### src/rtl/apb_slave_mem.sv
// APB3 completer backed by a DEPTH x DATA_WIDTH register memory.
// Supports per-transfer programmable wait states, out-of-range error responses and a sticky protocol-error flag.
module apb_slave_mem #(
  parameter int ADDR_WIDTH = 8,
  parameter int DATA_WIDTH = 16,
  parameter int DEPTH      = 128,
  parameter int WAIT_WIDTH = 4
) (
  input  logic                  pclk,
  input  logic                  preset,
  input  logic                  psel,
  input  logic                  penable,
  input  logic                  pwrite,
  input  logic [ADDR_WIDTH-1:0] paddr,
  input  logic [DATA_WIDTH-1:0] pwdata,
  input  logic [WAIT_WIDTH-1:0] wait_cfg,
  output logic [DATA_WIDTH-1:0] prdata,
  output logic                  pready,
  output logic                  pslverr,
  output logic                  prot_err
);

  localparam int IDX_W = (DEPTH > 1) ? $clog2(DEPTH) : 1;
  // One extra bit so DEPTH == 2**ADDR_WIDTH is representable and never flags an error.
  localparam logic [ADDR_WIDTH:0] DEPTH_L = (ADDR_WIDTH + 1)'(DEPTH);

  typedef enum logic [1:0] {
    ST_IDLE   = 2'd0,
    ST_WAIT   = 2'd1,
    ST_ACCESS = 2'd2
  } state_t;

  state_t state_q, state_d;

  logic [ADDR_WIDTH-1:0] addr_q, addr_d;
  logic                  write_q, write_d;
  logic [DATA_WIDTH-1:0] wdata_q, wdata_d;
  logic                  err_q, err_d;
  logic [WAIT_WIDTH-1:0] cnt_q, cnt_d;
  logic                  pready_q, pready_d;
  logic                  pslverr_q, pslverr_d;
  logic [DATA_WIDTH-1:0] prdata_q, prdata_d;
  logic                  prot_err_q, prot_err_d;

  logic [DATA_WIDTH-1:0] mem_q [DEPTH];
  logic [DATA_WIDTH-1:0] mem_d [DEPTH];

  logic                  setup_phase;
  logic                  access_phase;
  logic                  addr_err;
  logic                  prot_viol;
  logic                  mem_we;
  logic [IDX_W-1:0]      rd_idx;
  logic [IDX_W-1:0]      wr_idx;
  logic [DATA_WIDTH-1:0] rd_word;

  assign setup_phase  = psel & ~penable;
  assign access_phase = psel & penable;
  assign addr_err     = ({1'b0, paddr} >= DEPTH_L);
  assign rd_idx       = paddr[IDX_W-1:0];
  assign wr_idx       = addr_q[IDX_W-1:0];
  assign rd_word      = mem_q[rd_idx];

  // State register
  always_ff @(posedge pclk or posedge preset) begin
    if (preset) begin
      state_q <= ST_IDLE;
    end else begin
      state_q <= state_d;
    end
  end

  // Next-state logic and protocol-violation detection
  always_comb begin
    state_d   = state_q;
    prot_viol = 1'b0;
    case (state_q)
      ST_IDLE: begin
        if (setup_phase) begin
          state_d = (wait_cfg == '0) ? ST_ACCESS : ST_WAIT;
        end else if (access_phase) begin
          prot_viol = 1'b1;
        end
      end
      ST_WAIT: begin
        if (!psel) begin
          prot_viol = 1'b1;
        end else if ((paddr != addr_q) || (pwrite != write_q)) begin
          prot_viol = 1'b1;
        end else if (penable && (cnt_q == WAIT_WIDTH'(1))) begin
          state_d = ST_ACCESS;
        end
      end
      ST_ACCESS: begin
        if (!psel) begin
          prot_viol = 1'b1;
        end else if (penable) begin
          state_d = ST_IDLE;
        end
      end
      default: begin
        state_d = ST_IDLE;
      end
    endcase
    if (prot_viol) begin
      state_d = ST_IDLE;
    end
  end

  // Output and datapath logic
  always_comb begin
    addr_d     = addr_q;
    write_d    = write_q;
    wdata_d    = wdata_q;
    err_d      = err_q;
    cnt_d      = cnt_q;
    pready_d   = pready_q;
    pslverr_d  = pslverr_q;
    prdata_d   = prdata_q;
    prot_err_d = prot_err_q | prot_viol;
    mem_we     = 1'b0;
    case (state_q)
      ST_IDLE: begin
        pready_d  = 1'b1;
        pslverr_d = 1'b0;
        if (setup_phase) begin
          addr_d  = paddr;
          write_d = pwrite;
          wdata_d = pwdata;
          err_d   = addr_err;
          cnt_d   = wait_cfg;
          if (wait_cfg == '0) begin
            pslverr_d = addr_err;
          end else begin
            pready_d = 1'b0;
          end
          // Read data is fetched at setup so it is stable for the whole access phase.
          if (!pwrite) begin
            prdata_d = addr_err ? '0 : rd_word;
          end
        end
      end
      ST_WAIT: begin
        if (access_phase) begin
          cnt_d = cnt_q - WAIT_WIDTH'(1);
          if (cnt_q == WAIT_WIDTH'(1)) begin
            pready_d  = 1'b1;
            pslverr_d = err_q;
          end
        end
      end
      ST_ACCESS: begin
        if (access_phase) begin
          mem_we    = write_q & ~err_q;
          pready_d  = 1'b1;
          pslverr_d = 1'b0;
        end
      end
      default: begin
        pready_d  = 1'b1;
        pslverr_d = 1'b0;
      end
    endcase
    if (prot_viol) begin
      pready_d  = 1'b1;
      pslverr_d = 1'b0;
      cnt_d     = '0;
      mem_we    = 1'b0;
    end
  end

  always_comb begin
    for (int i = 0; i < DEPTH; i++) begin
      mem_d[i] = (mem_we && (wr_idx == IDX_W'(i))) ? wdata_q : mem_q[i];
    end
  end

  always_ff @(posedge pclk or posedge preset) begin
    if (preset) begin
      addr_q     <= '0;
      write_q    <= 1'b0;
      wdata_q    <= '0;
      err_q      <= 1'b0;
      cnt_q      <= '0;
      pready_q   <= 1'b1;
      pslverr_q  <= 1'b0;
      prdata_q   <= '0;
      prot_err_q <= 1'b0;
    end else begin
      addr_q     <= addr_d;
      write_q    <= write_d;
      wdata_q    <= wdata_d;
      err_q      <= err_d;
      cnt_q      <= cnt_d;
      pready_q   <= pready_d;
      pslverr_q  <= pslverr_d;
      prdata_q   <= prdata_d;
      prot_err_q <= prot_err_d;
    end
  end

  // Memory is cleared by reset, so it is a flop array rather than a RAM macro.
  always_ff @(posedge pclk or posedge preset) begin
    if (preset) begin
      for (int i = 0; i < DEPTH; i++) begin
        mem_q[i] <= '0;
      end
    end else begin
      for (int i = 0; i < DEPTH; i++) begin
        mem_q[i] <= mem_d[i];
      end
    end
  end

  assign prdata   = prdata_q;
  assign pready   = pready_q;
  assign pslverr  = pslverr_q;
  assign prot_err = prot_err_q;

endmodule

### config.mk
export PLATFORM = sky130hd
export DESIGN_NAME = apb_slave_mem
export DESIGN_NICKNAME = d
export VERILOG_FILES = /design/src/rtl/apb_slave_mem.sv
export SDC_FILE = /design/constraint.sdc
export NUM_CORES = 2
export LEC_CHECK = 0
export CORE_MARGIN = 5
export CORE_UTILIZATION = 38
export CTS_CLUSTER_SIZE = 40
export DETAILED_ROUTE_END_ITERATION = 6
export HOLD_SLACK_MARGIN = 0.15
export PLACE_DENSITY = 0.5
export SETUP_SLACK_MARGIN = 0.2
export SLEW_MARGIN = 20
export SYNTH_ARGS = -nofsm -noshare
export SYNTH_HDL_FRONTEND = slang
export SYNTH_SLANG_ARGS = --single-unit
### constraint.sdc
create_clock -name pclk -period 80.1 [get_ports pclk]
set_input_delay 12.015 -clock pclk [delete_from_list [all_inputs] [get_ports pclk]]
set_output_delay 12.015 -clock pclk [all_outputs]
set_load 0.03 [all_outputs]
======== Yosys cells after proc, flatten, opt, wreduce, memory -nomap -nowiden ========
Cells that the tools add are included.
storage, ports and cells
  register bits after elaboration ......... 2,099
  latch bits .............................. 0
  RAM bits ................................ 0
  ROM bits ................................ 0
  input port bits ......................... 33
  output and inout port bits .............. 19
  logic and storage cells ................. 469
  memories ................................ 0
cells by class
  $add $sub $neg .......................... 1
  multipliers ............................. 0
  divide/modulo/power cells ............... 0
  $lt $le $gt $ge ......................... 2
  equal/unequal tests ..................... 141
  shifts and indexed selects .............. 0
  mux-type cells .......................... 40
  bitwise gates (word level) .............. 8
  reductions and logical operators ........ 139
operators with widths
  operator                                                  count
  == test 7 bit, second input constant                      64
  == test 7 x 6 -> 1 bit, second input constant             32
  logical AND 1 bit                                         129
  binary-select mux 16 bit (select 7 bit)                   1
  == test 7 x 5 -> 1 bit, second input constant             16
  == test 7 x 4 -> 1 bit, second input constant             8
  two-way mux 16 bit                                        3
  == test 7 x 3 -> 1 bit, second input constant             4
  inequality test 3 bit, second input constant              9
  two-way mux 1 bit                                         20
  greater-or-equal comparator 8 bit, second input constant  2
  two-way mux 2 bit                                         8
  == test 7 x 2 -> 1 bit, second input constant             2
  two-way mux 4 bit                                         3
  case mux 1 bit (3 select lines)                           3
  AND reduction 3 bit                                       3
  inequality test 8 bit                                     1
  NOT 7 -> 8 bit                                            1
  case mux 4 bit (2 select lines)                           1
  == test 7 x 1 -> 1 bit, second input constant             1
  zero test 7 bit                                           1
  case mux 2 bit (3 select lines)                           1
  AND reduction 6 bit                                       1
  == test 4 x 1 -> 1 bit, second input constant             1
  12 further kinds                                          16

======== Logic depth before layout (Yosys ltp) ========
  depth in word-level cells ............... 7
  mapped depth ............................ 12
  depth with buffers taken out ............ 6

======== Least setup slack after synthesis ========
No wires, ideal clock.
  kind .................................... in2reg
  start point ............................. in paddr[0]
  end point ............................... reg prdata_q[0] (netlist: prdata[0])
  library setup time ...................... 0.131 ns
  arrival ................................. 14.169 ns
  data required time ...................... 79.969 ns
  setup slack ............................. 65.800 ns
  stages .................................. 8
  path buffers ............................ 3
  cells stage by stage .................... buf_2 buf_2 buf_1 mux4_2 a22oi_1 nand2_1 a22o_1 or3_1
on the way
  word-level cells in the longest chain between the ends .. 5
  elaborated cells on any way between the ends .. 6
  classes of those cells .................. order compare (1); mux (4); bitwise (1)
RTL lines
  what                                                    RTL line  source
  from (decl)                                             14        input logic [ADDR_WIDTH-1:0] paddr,
  NOT 7 -> 8 bit (implied by the code)                    62        assign rd_word = mem_q[rd_idx];
  binary-select mux 16 bit (select 7 bit)                 62
  two-way mux 16 bit (implied by the code) (2 in series)  62
  two-way mux 16 bit (*)                                  139       prdata_d = addr_err ? '0 : rd_word;
  to (signal assigned)                                    197       prdata_q <= prdata_d;
  to (decl)                                               42        logic [DATA_WIDTH-1:0] prdata_q, prdata_d;
Mark *: on every way between the ends. The rest lies on a longest branch, timed or not. The select of a mux whose other input is x is not followed.
A chain may end at the register's enable or synchronous reset.

======== Final worst setup path ========
  start point ............................. in paddr[1]
  end point ............................... reg prdata_q[9] (netlist: prdata[9])
The elaborated chain is that of the path after synthesis.

==> parameters.txt <==
Parameter                              Value

Clock tree
  Max clock buf depth ... 3
  TritonCTS clock tree ... built
  Clock-pin slew reported for the worst setup and hold paths after clock tree synthesis ... 60 ps
  Clk sinks ... 2099
  Setup repair bufs after CTS ... 0
  Post-cts repair resize count ... 0
  Later-pin clock latency in the skew report ... 860 ps
  H-Tree Level Count ... 4
  Cell at the root of the clock tree ... sky130_fd_sc_hd__clkbuf_16
  Total of hold buffers inserted after clock tree synthesis ... 0
  Inserted Clock Buffers ... 227

Timing
  Number of hold-slack violations in the final timing report ... 0
  Worst Clk Skew ... 45.45 ps
  Final worst path period share ... 22.50%
  Upper clock frequency limit ... 55.48 MHz
  Setup TNS ... 0 ps
  Final setup violation count ... 0
  Tmin final ... 18030 ps
  Final Slew Violations ... 0
  Max-slew headroom at the worst pin ... 17.04%
  RSZ-0062 raised after global routing ... false
  Measured slew at the worst slew-check pin ... ~1200 ps

GRT
  Largest net degree at the start of global routing ... 172
  Via count of the first global-routing pass ... 57580
  All-Layer GR Usage ... 21.12%
  Wire length of the first global-routing pass ... 413300 um
  Total congestion overflow after global routing ... 0
  Antenna violations before repair ... 20

Worst setup path
  Type of destination of the critical path ... register
  Crit Path Max Fanout ... 61
  Arr. time, crit path ... 18750 ps
  Worst setup path class ... input pin to register
  Worst Path Required ... 80830 ps
  CP startpoint kind ... input pin

Finish
  Layout net count ... 6178
  Fraction of final layout cells with drive strength greater than 1 ... 50.13%
  Final core area utilization ... 42.61%
  Final design instance area without fill ... 0.1069 mm^2
  Area growth from synthesis to layout ... 11.80%
  Number of standard cells in the final layout excluding fillers ... 9686

Route
  Average wire per standard cell ... 28.66 um
  Via density ... 5.587
  Number of remaining DRC errors ... 0
  Via count of the routed design ... 54120
  Total wirelength of the detailed-routed design ... 277600 um
  Number of DRC markers in iteration 0 ... between 3000 and 4000
  Number of iterations in the first detailed-routing pass ... 5
  Number of antenna-violating nets in the routed design ... 0

Synthesis
  Post-synthesis sequential area ratio ... 54.92%
  Top FF cell, synth ... sky130_fd_sc_hd__dfrtp_1
  Mean post-synth cell area ... 15.14 um^2
  Count of state elements after synthesis ... around 2100
  Cell type with the highest aggregate area in the netlist ... sky130_fd_sc_hd__dfrtp_1
  Post-synth design cell area ... 0.09564 mm^2
  Synth unique cells ... 57
  Synthesized netlist net count ... 6351
  Largest cells by area after synthesis ... sky130_fd_sc_hd__dfrtp_1 (55%), sky130_fd_sc_hd__mux2_2 (25%), sky130_fd_sc_hd__mux4_2 (9.8%)
  Fraction of post-synthesis cell area in the top cell type by area ... 54.90%
  Syn Inst Count ... ~6300
  Number of enable-type register cells in the synthesized netlist ... 0
  Share of synthesized registers carrying an async set or reset ... 100.0%
  Yosys warning total ... 0

Outcome
  Run status ... finished, final reports clean

Floorplan
  Starting density of the core ... 38.11%
  Height of the chip ... 511.7 um
  Boundary Pins ... 52
  Die boundary width ... 511.7 um
  Row count ... ~180
  Total core area ... 0.2509 mm^2
  Total die area ... 0.2618 mm^2

Placement
  Cell area reported after detailed placement ... 0.09911 mm^2
  Final GP Congestion ... 0.7996
  Number of cells after detailed placement ... 9261
  Final HPWL DP ... 167300 um
  Port Buffers ... 51

Worst hold path
  Worst hold-check path type ... register to register

Pwr
  Total power divided by cell area ... 21.69 mW/mm^2
  Total power after layout ... 2.319 mW
  IR drop worst, VDD ... approximately 23 uV
  Static leakage ... ~52 nW

Flow run
  Maximum capacitance violations ... 0
-- final timing paths --
check,endpoint,slack [ps],start,cells after the start
min reg2reg,prot_err$_DFF_PP0_,480,prot_err$_DFF_PP0_,1
min in group asynchronous,mem_q[738]$_DFFE_PP0P_,11730,preset,2
max,prdata[9]$_DFFE_PP0P_,62070,paddr[1],13
max in group asynchronous,mem_q[122]$_DFFE_PP0P_,64440,preset,6
max reg2reg,prdata[4]$_DFFE_PP0P_,76210,state_q[0]$_DFFE_PP0P_,7
min,prot_err$_DFF_PP0_,480,prot_err$_DFF_PP0_,1
-- flip-flops by register name, summed over array words and instances, names as in the netlist --
| name | cells |
|---|---|
| wdata_q | 16 |
| pready | 1 |
| mem_q | 2048 |
| prot_err | 1 |
| pslverr | 1 |
| write_q | 1 |
| prdata | 16 |
| addr_q | 8 |
| cnt_q | 4 |
| state_q | 2 |
| err_q | 1 |
-- metrics by stage --
step                setup slack [ps]  hold WS [ps]
finish                         62070         482.3
global route                   61680         487.4
CTS                            62040         482.7
detailed placement             61110         455.7
global placement               61220         456.1
floorplan                       8791         467.0
-- layout make-up --
type,instances,area [um^2]
antenna,9,22.52
clock buffer,360,7018
clock inverter,55,730.7
fill,22740,144000
inverter,4,23.77
multi-input combinational,3636,40760
sequential,2099,52590
tap,3348,4189
timing repair buffer,175,1593
-- layer usage --
metal / GRT usage, % / share of wire, % / vias to the layer above
met1: 30.63 / 47 / 29760
met4: 4.881 / 2.3 / 6
li1: - / - / 23020
met3: 3.878 / 4.8 / 345
met5: 0 / 0.017 / -
met2: 33.08 / 46 / 991
-- layout by cell type (no fill, tap or decap), drive strengths merged, types with 46 or more instances in the layout --
master         Yosys  routed
a22oi             70      70
mux4             416     416
nor2              91      91
clkbuf           326     361
clkdlybuf4s50      0      46
o21ai             51      51
buf              251     128
dfrtp           2098    2098
mux2            2112    2112
nand2            313     313
mux2i            274     274
-- critical path, cell delays in order --
cell and delay [ps]:
sky130_fd_sc_hd__buf_8 460, sky130_fd_sc_hd__buf_4 750, sky130_fd_sc_hd__buf_4 810, sky130_fd_sc_hd__buf_4 680
sky130_fd_sc_hd__buf_4 740, sky130_fd_sc_hd__buf_4 830, sky130_fd_sc_hd__buf_4 630, sky130_fd_sc_hd__mux4_2 580
sky130_fd_sc_hd__mux2i_1 280, sky130_fd_sc_hd__nand2_1 180, sky130_fd_sc_hd__nand3_1 160, sky130_fd_sc_hd__nor4_1 80
sky130_fd_sc_hd__or3_1 350
-- Yosys cell counts (3+ instances only) --
cell,count
sky130_fd_sc_hd__mux4_2,416
sky130_fd_sc_hd__buf_4,21
sky130_fd_sc_hd__nor4_1,13
sky130_fd_sc_hd__nor3_4,3
sky130_fd_sc_hd__o2111ai_1,4
sky130_fd_sc_hd__buf_1,81
sky130_fd_sc_hd__nand2_1,218
sky130_fd_sc_hd__mux2_2,2112
sky130_fd_sc_hd__nor3_1,32
sky130_fd_sc_hd__mux2i_1,274
sky130_fd_sc_hd__xnor2_1,9
sky130_fd_sc_hd__nand4_1,5
sky130_fd_sc_hd__nor3b_1,5
sky130_fd_sc_hd__nor2b_1,6
sky130_fd_sc_hd__nand2_2,95
sky130_fd_sc_hd__nor2_2,12
sky130_fd_sc_hd__nand2b_1,9
sky130_fd_sc_hd__a21oi_1,20
sky130_fd_sc_hd__o22ai_1,32
sky130_fd_sc_hd__o21ai_0,51
sky130_fd_sc_hd__a22o_1,41
sky130_fd_sc_hd__nand3_1,22
sky130_fd_sc_hd__dfrtp_1,2098
sky130_fd_sc_hd__nor2_1,79
sky130_fd_sc_hd__or3_1,25
sky130_fd_sc_hd__a22oi_1,70
sky130_fd_sc_hd__clkbuf_1,326
sky130_fd_sc_hd__a311oi_1,17
sky130_fd_sc_hd__or4_1,3
sky130_fd_sc_hd__inv_1,3
sky130_fd_sc_hd__buf_2,149
sky130_fd_sc_hd__a211oi_1,31
sky130_fd_sc_hd__o31ai_1,4
-- logic make-up (layout without fill, tap and decap cells) --
kind of cell / Yosys count / in the layout / share of synthesized area (%)
mux: 2802 / 2802 / 37.53
flops: 2099 / 2099 / 54.92
buf+inv: 581 / 594 / 2.558
simple gates: 544 / 544 / 2.822
compound gates: 278 / 278 / 2.047
xor+xnor: 10 / 10 / 0.09159
fa+ha+maj: 2 / 2 / 0.02616
other cells: 0 / 9 / 0
-- power by group --
part	total (mW)	switching [mW]	internal, mW	leakage, nW
combinational	0.136	0.106	0.0301	19.4
sequential	1.10	0.0332	1.06	29.3
clock	1.08	0.440	0.644	3.84
Note: power is estimated with default switching activity, not from simulation.
